==> config.mk <==
export PLATFORM = sky130hd
export DESIGN_NAME = fp16_div_seq
export DESIGN_NICKNAME = d
export VERILOG_FILES = /design/src/rtl/fp16_pkg.sv /design/src/rtl/fp16_unpack.sv /design/src/rtl/fp16_div_seq.sv
export SDC_FILE = /design/constraint.sdc
export NUM_CORES = 1
export LEC_CHECK = 0
export CORE_MARGIN = 1.5
export CORE_UTILIZATION = 50
export CTS_CLUSTER_DIAMETER = 100
export DETAILED_ROUTE_END_ITERATION = 8
export PLACE_DENSITY = 0.81
export SYNTH_ARGS = -nofsm -noshare
export SYNTH_HDL_FRONTEND = slang
export SYNTH_SLANG_ARGS = --single-unit
==> constraint.sdc <==
create_clock -name clk -period 4.5 [get_ports clk]
set_clock_uncertainty 0.15 [all_clocks]
set_input_delay 0.9 -clock clk [delete_from_list [all_inputs] [get_ports clk]]
set_output_delay 0.9 -clock clk [all_outputs]
set_load 0.03 [all_outputs]
==> src/rtl/fp16_pkg.sv <==
// Shared binary16 constants and the divider FSM state type.
package fp16_pkg;

   localparam int unsigned EXP_W  = 5;
   localparam int unsigned MANT_W = 10;
   localparam int unsigned BIAS   = 15;
   localparam logic [15:0] QNAN   = 16'h7E00;
   localparam logic [15:0] PINF   = 16'h7C00;

   // Significand with hidden bit, and quotient width: 11 result bits + guard + round + norm bit.
   localparam int unsigned SIG_W     = MANT_W + 1;
   localparam int unsigned QUO_W     = SIG_W + 3;
   localparam int unsigned LAST_ITER = QUO_W - 1;

   typedef enum logic [1:0] {
      StIdle,
      StCalc,
      StRound,
      StDone
   } div_state_e;

endpackage

==> src/rtl/fp16_unpack.sv <==
// Combinational binary16 field split and classification; exponent 0 is flushed to zero.
module fp16_unpack
   import fp16_pkg::*;
(
   input  logic [15:0]      op,
   output logic             sign,
   output logic [EXP_W-1:0] exp,
   output logic [SIG_W-1:0] sig,
   output logic             is_zero,
   output logic             is_inf,
   output logic             is_nan
);

   logic [MANT_W-1:0] mant;
   logic              exp_max;

   always_comb begin
      sign    = op[15];
      exp     = op[14:10];
      mant    = op[MANT_W-1:0];
      exp_max = &exp;
      sig     = {|exp, mant};
      is_zero = (exp == '0);
      is_inf  = exp_max && (mant == '0);
      is_nan  = exp_max && (mant != '0);
   end

endmodule

==> src/rtl/fp16_div_seq.sv <==
// Sequential binary16 divider: restoring division one quotient bit per cycle, then one
// round/normalise cycle; fixed latency for every operand class.
module fp16_div_seq
   import fp16_pkg::*;
(
   input  logic        clk,
   input  logic        rst_n,
   input  logic        i_valid,
   output logic        o_ready,
   input  logic [15:0] i_a,
   input  logic [15:0] i_b,
   output logic        o_valid,
   input  logic        i_ready,
   output logic [15:0] o_res
);

   localparam logic signed [7:0] BiasS = 8'(BIAS);

   div_state_e       state_q, state_d;
   logic [3:0]       cnt_q, cnt_d;
   logic [15:0]      a_q, a_d, b_q, b_d;
   logic [SIG_W:0]   rem_q, rem_d;
   logic [QUO_W-1:0] quo_q, quo_d;
   logic [15:0]      res_q, res_d;

   logic             sa, sb, za, zb, ia, ib, na, nb;
   logic [EXP_W-1:0] ea, eb;
   logic [SIG_W-1:0] ma, mb;

   fp16_unpack u_unpack_a (
      .op      (a_q),
      .sign    (sa),
      .exp     (ea),
      .sig     (ma),
      .is_zero (za),
      .is_inf  (ia),
      .is_nan  (na)
   );

   fp16_unpack u_unpack_b (
      .op      (b_q),
      .sign    (sb),
      .exp     (eb),
      .sig     (mb),
      .is_zero (zb),
      .is_inf  (ib),
      .is_nan  (nb)
   );

   // Restoring step: the first iteration seeds the partial remainder with the dividend.
   logic [SIG_W:0] rem_cur, rem_sub;
   logic           rem_ge;

   always_comb begin
      rem_cur = (cnt_q == 4'd0) ? {1'b0, ma} : rem_q;
      rem_ge  = (rem_cur >= {1'b0, mb});
      rem_sub = rem_ge ? (rem_cur - {1'b0, mb}) : rem_cur;
   end

   // Normalise, round-to-nearest-even, exponent adjust and special-case select.
   logic                q_norm, guard_b, round_b, sticky_b, rnd_up, sign_r;
   logic [SIG_W-1:0]    mant11;
   logic [SIG_W:0]      mant_r;
   logic [MANT_W-1:0]   mant_fin;
   logic signed [7:0]   exp_pre, exp_rnd;
   logic [15:0]         round_res;

   always_comb begin
      q_norm   = quo_q[QUO_W-1];
      mant11   = q_norm ? quo_q[QUO_W-1:3] : quo_q[QUO_W-2:2];
      guard_b  = q_norm ? quo_q[2] : quo_q[1];
      round_b  = q_norm ? quo_q[1] : quo_q[0];
      sticky_b = (q_norm & quo_q[0]) | (rem_q != '0);
      rnd_up   = guard_b & (round_b | sticky_b | mant11[0]);
      mant_r   = {1'b0, mant11} + {{SIG_W{1'b0}}, rnd_up};
      // A rounding carry leaves 1000_0000_0000b; shifting keeps the stored fraction zero.
      mant_fin = mant_r[SIG_W] ? mant_r[SIG_W-1:1] : mant_r[MANT_W-1:0];
      exp_pre  = $signed({3'b000, ea}) - $signed({3'b000, eb}) + BiasS
                 - (q_norm ? 8'sd0 : 8'sd1);
      exp_rnd  = exp_pre + (mant_r[SIG_W] ? 8'sd1 : 8'sd0);
      sign_r   = sa ^ sb;

      if (na || nb || (za && zb) || (ia && ib)) begin
         round_res = QNAN | {sign_r, 15'h0000};
      end else if (ia || zb) begin
         round_res = PINF | {sign_r, 15'h0000};
      end else if (za || ib) begin
         round_res = {sign_r, 15'h0000};
      end else if (exp_rnd > 8'sd30) begin
         round_res = PINF | {sign_r, 15'h0000};
      end else if (exp_rnd < 8'sd1) begin
         round_res = {sign_r, 15'h0000};
      end else begin
         round_res = {sign_r, exp_rnd[EXP_W-1:0], mant_fin};
      end
   end

   always_comb begin
      state_d = state_q;
      cnt_d   = cnt_q;
      a_d     = a_q;
      b_d     = b_q;
      rem_d   = rem_q;
      quo_d   = quo_q;
      res_d   = res_q;
      unique case (state_q)
         StIdle: begin
            if (i_valid) begin
               a_d     = i_a;
               b_d     = i_b;
               cnt_d   = 4'd0;
               state_d = StCalc;
            end
         end
         StCalc: begin
            rem_d = rem_sub << 1;
            quo_d = {quo_q[QUO_W-2:0], rem_ge};
            if (cnt_q == 4'(LAST_ITER)) begin
               cnt_d   = 4'd0;
               state_d = StRound;
            end else begin
               cnt_d = cnt_q + 4'd1;
            end
         end
         StRound: begin
            res_d   = round_res;
            state_d = StDone;
         end
         StDone: begin
            if (i_ready) state_d = StIdle;
         end
         default: state_d = StIdle;
      endcase
   end

   always_ff @(posedge clk or negedge rst_n) begin
      if (!rst_n) begin
         state_q <= StIdle;
         cnt_q   <= 4'd0;
         a_q     <= 16'h0000;
         b_q     <= 16'h0000;
         rem_q   <= '0;
         quo_q   <= '0;
         res_q   <= 16'h0000;
      end else begin
         state_q <= state_d;
         cnt_q   <= cnt_d;
         a_q     <= a_d;
         b_q     <= b_d;
         rem_q   <= rem_d;
         quo_q   <= quo_d;
         res_q   <= res_d;
      end
   end

   assign o_ready = (state_q == StIdle);
   assign o_valid = (state_q == StDone);
   assign o_res   = res_q;

endmodule

## After elaboration in Yosys (flattened, before gate mapping)

Cells that the tools add are included.

- Latch bits: 0
- Register bits after elaboration: 79
- Output and inout bits: 18
- Word-level logic and storage cells: 78
- Memories: 0
- ROM bits: 0
- Bits in writable memories: 0

- Multipliers: 0
- Reductions and logical operators: 28
- Magnitude comparators: 3
- Bitwise gates (word level): 6
- Muxes and demuxes: 20
- Shift-type cells: 0
- Div/mod/pow operators: 0
- Add/sub/neg operators: 7
- Equality and inequality tests: 7

Operators with widths:

| kind | number |
|---|---|
| two-way mux 15 bit | 5 |
| two-way mux 11 bit | 2 |
| logical NOT 10 bit | 2 |
| nonzero test 10 bit | 2 |
| adder 11 x 1 -> 12 bit | 1 |
| >= comparator 12 x 11 -> 1 bit | 1 |
| two-way mux 12 bit | 1 |
| nonzero test 12 bit | 1 |
| subtractor 11 bit | 1 |
| logical NOT 5 bit | 2 |
| two-way mux 10 bit | 1 |
| AND reduction 5 bit | 2 |
| OR reduction 5 bit | 2 |
| adder 8 x 2 -> 8 bit | 1 |
| > comparator 8 x 6 -> 1 bit (second input constant) | 1 |
| < comparator 8 x 2 -> 1 bit (second input constant) | 1 |
| two-way mux 4 bit | 2 |
| one-hot mux 2 bit (4 select lines) | 1 |
| one-hot mux 4 bit (2 select lines) | 1 |
| subtractor 7 x 2 -> 8 bit | 1 |
| adder 6 x 5 -> 7 bit (second input constant) | 1 |
| logical AND 1 bit | 6 |
| two-way mux 2 bit | 3 |
| subtractor 5 x 5 -> 6 bit | 1 |
| 16 further kinds | 29 |

## Depth between registers and ports, before layout

- Depth in word-level cells: 14
- Depth in mapped cells: 16

## By module

From an unflattened synthesis, not the netlist that was laid out.

- Cells, all modules: 557
- Area total of the unflattened synthesis: 5403.9 µm²

By module, submodules not included:

| module | cells each | sequential area each (µm²) | area an instance (µm²) | times used |
|---|---|---|---|---|
| fp16_div_seq | 501 | 1976.9 | 5006.1 | 1 |
| fp16_unpack | 28 | 0.0 | 198.9 | 2 |

## Least setup slack after synthesis

OpenSTA, ideal clock, no wires.

- Path kind: register to register
- From: register quo_q[13]
- To: register res_q[2], in the netlist o_res[2]
- Required time: 4.249 ns
- Stages on the path, launching flop included: 16
- Arrival time: 3.436 ns
- Library setup time: 0.101 ns
- Setup slack: 0.813 ns
- Path buffers: 1
- Cells stage by stage: dfrtp_1 buf_2 nand2b_1 a21boi_1 nand2_4 nor2_1 inv_1 fa_1 inv_1 ha_1 fa_1 nand4b_1 nor3_1 o211ai_1 nand4_4 o32ai_1

- Word-level cells in the longest chain between the ends: 14
- Elaborated cells on any way between the ends: 21
- Those cells by class: add/sub (3); order compare (2); mux (11); bitwise (5)

RTL lines:

| what | line | source |
|---|---|---|
| start, declared | fp16_div_seq.sv:23 | `logic [QUO_W-1:0] quo_q, quo_d;` |
| start signal, assigned | fp16_div_seq.sv:151 | `quo_q <= quo_d;` |
| AND 1 bit | fp16_div_seq.sv:73 | `sticky_b = (q_norm & quo_q[0]) \| (rem_q != '0);` |
| OR 1 bit | fp16_div_seq.sv:73 |  |
| OR 1 bit (2 in a row) | fp16_div_seq.sv:74 | `rnd_up = guard_b & (round_b \| sticky_b \| mant11[0]);` |
| AND 1 bit | fp16_div_seq.sv:74 |  |
| adder 11 x 1 -> 12 bit | fp16_div_seq.sv:75 | `mant_r = {1'b0, mant11} + {{SIG_W{1'b0}}, rnd_up};` |
| two-way mux 1 bit | fp16_div_seq.sv:80 | `exp_rnd = exp_pre + (mant_r[SIG_W] ? 8'sd1 : 8'sd0);` |
| adder 8 x 2 -> 8 bit | fp16_div_seq.sv:80 |  |
| < comparator 8 x 2 -> 1 bit | fp16_div_seq.sv:91 | `end else if (exp_rnd < 8'sd1) begin` |
| two-way mux 15 bit | fp16_div_seq.sv:91 |  |
| two-way mux 15 bit * | fp16_div_seq.sv:89 | `end else if (exp_rnd > 8'sd30) begin` |
| two-way mux 15 bit * | fp16_div_seq.sv:87 | `end else if (za \|\| ib) begin` |
| two-way mux 15 bit * | fp16_div_seq.sv:85 | `end else if (ia \|\| zb) begin` |
| two-way mux 15 bit * | fp16_div_seq.sv:83 | `if (na \|\| nb \|\| (za && zb) \|\| (ia && ib)) begin` |
| end signal, assigned | fp16_div_seq.sv:152 | `res_q <= res_d;` |
| end, declared | fp16_div_seq.sv:24 | `logic [15:0] res_q, res_d;` |

Every way passes the cells marked *; elsewhere a longest branch is shown, timed or not.
A chain may end at the register's enable or synchronous reset.

## Final worst setup path

Ends and elaborated chain as after synthesis.

==> results.ini <==
[setup_path]
cpMaxStageDelayCell = dfrtp_1
worstSetupPathType = reg -> reg
r2r-end = o_res[2]$_DFFE_PN0P_
worstPathArrival_ns = 4.29
r2r_slack_ns = 0.32
critPathLaunchType = flop
cp_data_required_time_ns = 4.61
reg2reg_depth = 15
rr_startpoint = quo_q[13]$_DFFE_PN0P_
endpoint_kind = flop
crit_chain = buf_4 > nand2b_1 > a21boi_2 > nand2_4 > nor2_1 > inv_1 > fa_1 > inv_1 > ha_1 > fa_1 > nand4b_1 > nor3_1 > o211ai_1 > nand4_4 > o32ai_1
crit_fanout = 15
critPathMaxStageDelay_ns = 0.48

[floorplanning]
initial_core_util = 0.513
rows = 36
fp.dieH_um = 103
die_area_um2 = 10600
core_area_um2 = 9770
die_x_um = 103
pin_count = 54

[grt]
grt_max_degree = 80
grt_pass1_vias = 4025
grt_pass1_wl_mm = 18.7
gr-total-overflow = 0
grt_use_total = 0.227
antenna_found_initial = 0

[cells_and_area]
final_cell_mix = 79 x dfrtp_1, 52 x clkdlybuf4s50_1, 51 x mux2_2, 37 x inv_1, 36 x nor2_1
fillCellCount = 825
num_antenna_cells = 0
areaGrowthSynthToFinish_pct = 17.9
fin_nets = 625
drive_gt1_frac = 0.158
final_common_cell = dfrtp_1

[clock_tree]
cts_tree = yes
root_buffer = clkbuf_8
clk_pin_slew_ns = 0.09
h-tree-depth = 3
clock-sinks = 79
clk-insertion-delay-late_ns = 0.36
cts.path.max_buffers = 2
numCtsBuffers = 9

[timing]
worstMarginPinSlew_ns = 0.991
finalSetupViolations = 0
post-route-period-util = 0.929
finalSetupTns_ns = 0
fmax_mhz = 239
fin_crit_ns = 4.18
maxSlewViolCount = 0
slew_headroom = 0.339
grt_setup_unrepaired = no
hold_viol = 0

[route]
viasPerCell = 5.87
final_antenna_net_count = 0
drc = 0
first_iter_violations = 191
routedWlPerCell_um = 16.0
routed_wl_mm = 11.1
first_pass_iters = 5
num_vias = 4083

[placed_design]
place_congestion = 0.842
port_buffers = 53
dpl.hpwl_mm = 8.26

[run_status]
status = finished clean

[synthesis]
ys.flop_type = dfrtp_1
ys_seq_area_frac = 0.394
synth_area_per_cell_um2 = 9.99
syn_inst = 502
synthArstFlopShare = 1.00
synth-seq-cells = 79
synth_cell_types = 64
synth_nets = 570
synth_area_um2 = 5020
synth-edff-count = 0
yosysWarnings = 0

[min_path]
hp-class = reg -> reg
min_to = o_res[0]$_DFFE_PN0P_
min_from = o_res[0]$_DFFE_PN0P_
worstHoldPathCells = 1

[run]
maxCapViolCount = 0

[cell families after synthesis]
logic type / count (synthesis) / synth area share
simple gates: 139 / 0.143
compound gates: 124 / 0.179
flops: 79 / 0.394
mux: 58 / 0.128
buf+inv: 53 / 0.0404
fa+ha+maj: 32 / 0.0858
xor+xnor: 17 / 0.0297
[worst max-delay path by stage]
| stage | from | endpoint | slack [ns] | depth (start not counted) |
|---|---|---|---|---|
| 3_3_place_gp | quo_q[13]$_DFFE_PN0P_ | o_res[4]$_DFFE_PN0P_ | 0.48 | 15 |
| 5_1_grt | quo_q[13]$_DFFE_PN0P_ | o_res[11]$_DFFE_PN0P_ | 0.005 | 16 |
| 2_1_floorplan | quo_q[13]$_DFFE_PN0P_ | o_res[2]$_DFFE_PN0P_ | 0.81 | 15 |
| 3_5_place_dp | quo_q[13]$_DFFE_PN0P_ | o_res[2]$_DFFE_PN0P_ | 0.31 | 15 |
| 4_1_cts | quo_q[13]$_DFFE_PN0P_ | o_res[2]$_DFFE_PN0P_ | 0.28 | 15 |
| 6_report | quo_q[13]$_DFFE_PN0P_ | o_res[2]$_DFFE_PN0P_ | 0.32 | 15 |
[Yosys cell counts, types with 7 or more instances]
library cell	instances	share of area
mux2_2	51	0.11
inv_1	37	0.028
ha_1	28	0.070
mux2i_1	7	0.014
nand2_1	31	0.023
a31oi_1	10	0.012
nor2_1	36	0.027
o21ai_0	26	0.026
clkbuf_1	8	0.0060
a21oi_1	16	0.016
nor3_1	8	0.0080
nand3_1	24	0.024
nor2b_1	7	0.0087
xnor2_1	13	0.023
dfrtp_1	79	0.39
o21a_1	8	0.012
[state kept, by name, indices dropped and copies added (netlist names)]
signal and flops:
b_q 16, rem_q 11, a_q 16, quo_q 14, o_res 16, state_q 2
cnt_q 4
[per-stage QoR]
step | worst slack (ns) | hold slack (ns) | cell area [µm²] | instances | util
finish | 0.321 | 0.340 | 5920 | 695 | 0.605
detailed placement | 0.313 | 0.325 | 5690 | 678 | 0.582
floorplan | 0.813 | 0.326 | 5020 | 502 | -
global route | 0.00508 | 0.353 | 5920 | 695 | 0.605
CTS | 0.282 | 0.345 | 5910 | 694 | 0.604
global placement | 0.478 | 0.321 | 5690 | 678 | 0.582
[critical path: cells and delay by family, from the launching register on]
kind | cells | cell delay, ns
AO/OA/AOI/OAI | 3 | 0.97
buffers and inverters | 3 | 0.45
adder cells (fa/ha/maj) | 3 | 1.03
AND/OR/NAND/NOR | 6 | 0.98
flip-flops | 1 | 0.48
[area by class of cell]
| cell class | count | area, µm² | share of cell area |
|---|---|---|---|
| multi-input cells | 370 | 2840 | 0.480 |
| flip-flops and latches | 79 | 1980 | 0.334 |
| repair buffers | 60 | 581 | 0.0981 |
| well taps | 133 | 166 | 0.0281 |
| inverters | 37 | 139 | 0.0235 |
| clock buffers | 10 | 128 | 0.0216 |
| clock inverters | 6 | 85.1 | 0.0144 |
[what timing repair did]
| action | CTS | global route |
|---|---|---|
| hold buffers | 0 | 0 |
| endpoints found under the setup margin | 0 | 8 |
| hold endpoints to repair | 0 | 0 |
| gates resized for setup | 0 | 1 |
| setup buffers | 0 | 1 |
[routing by layer]
| metal | share of wire | vias to the layer above | GRT usage | wire length (µm) |
|---|---|---|---|---|
| met5 | 0 | - | 0 | 0 |
| met4 | 0.027 | 0 | 0.103 | 295 |
| met3 | 0.043 | 22 | 0.0336 | 474 |
| met2 | 0.50 | 116 | 0.388 | 5570 |
| met1 | 0.43 | 1996 | 0.286 | 4770 |
| li1 | - | 1949 | - | - |
Power is left out: the tool's default activity adds up to more than one toggle a clock period on the data nets, which glitch-free logic cannot reach.
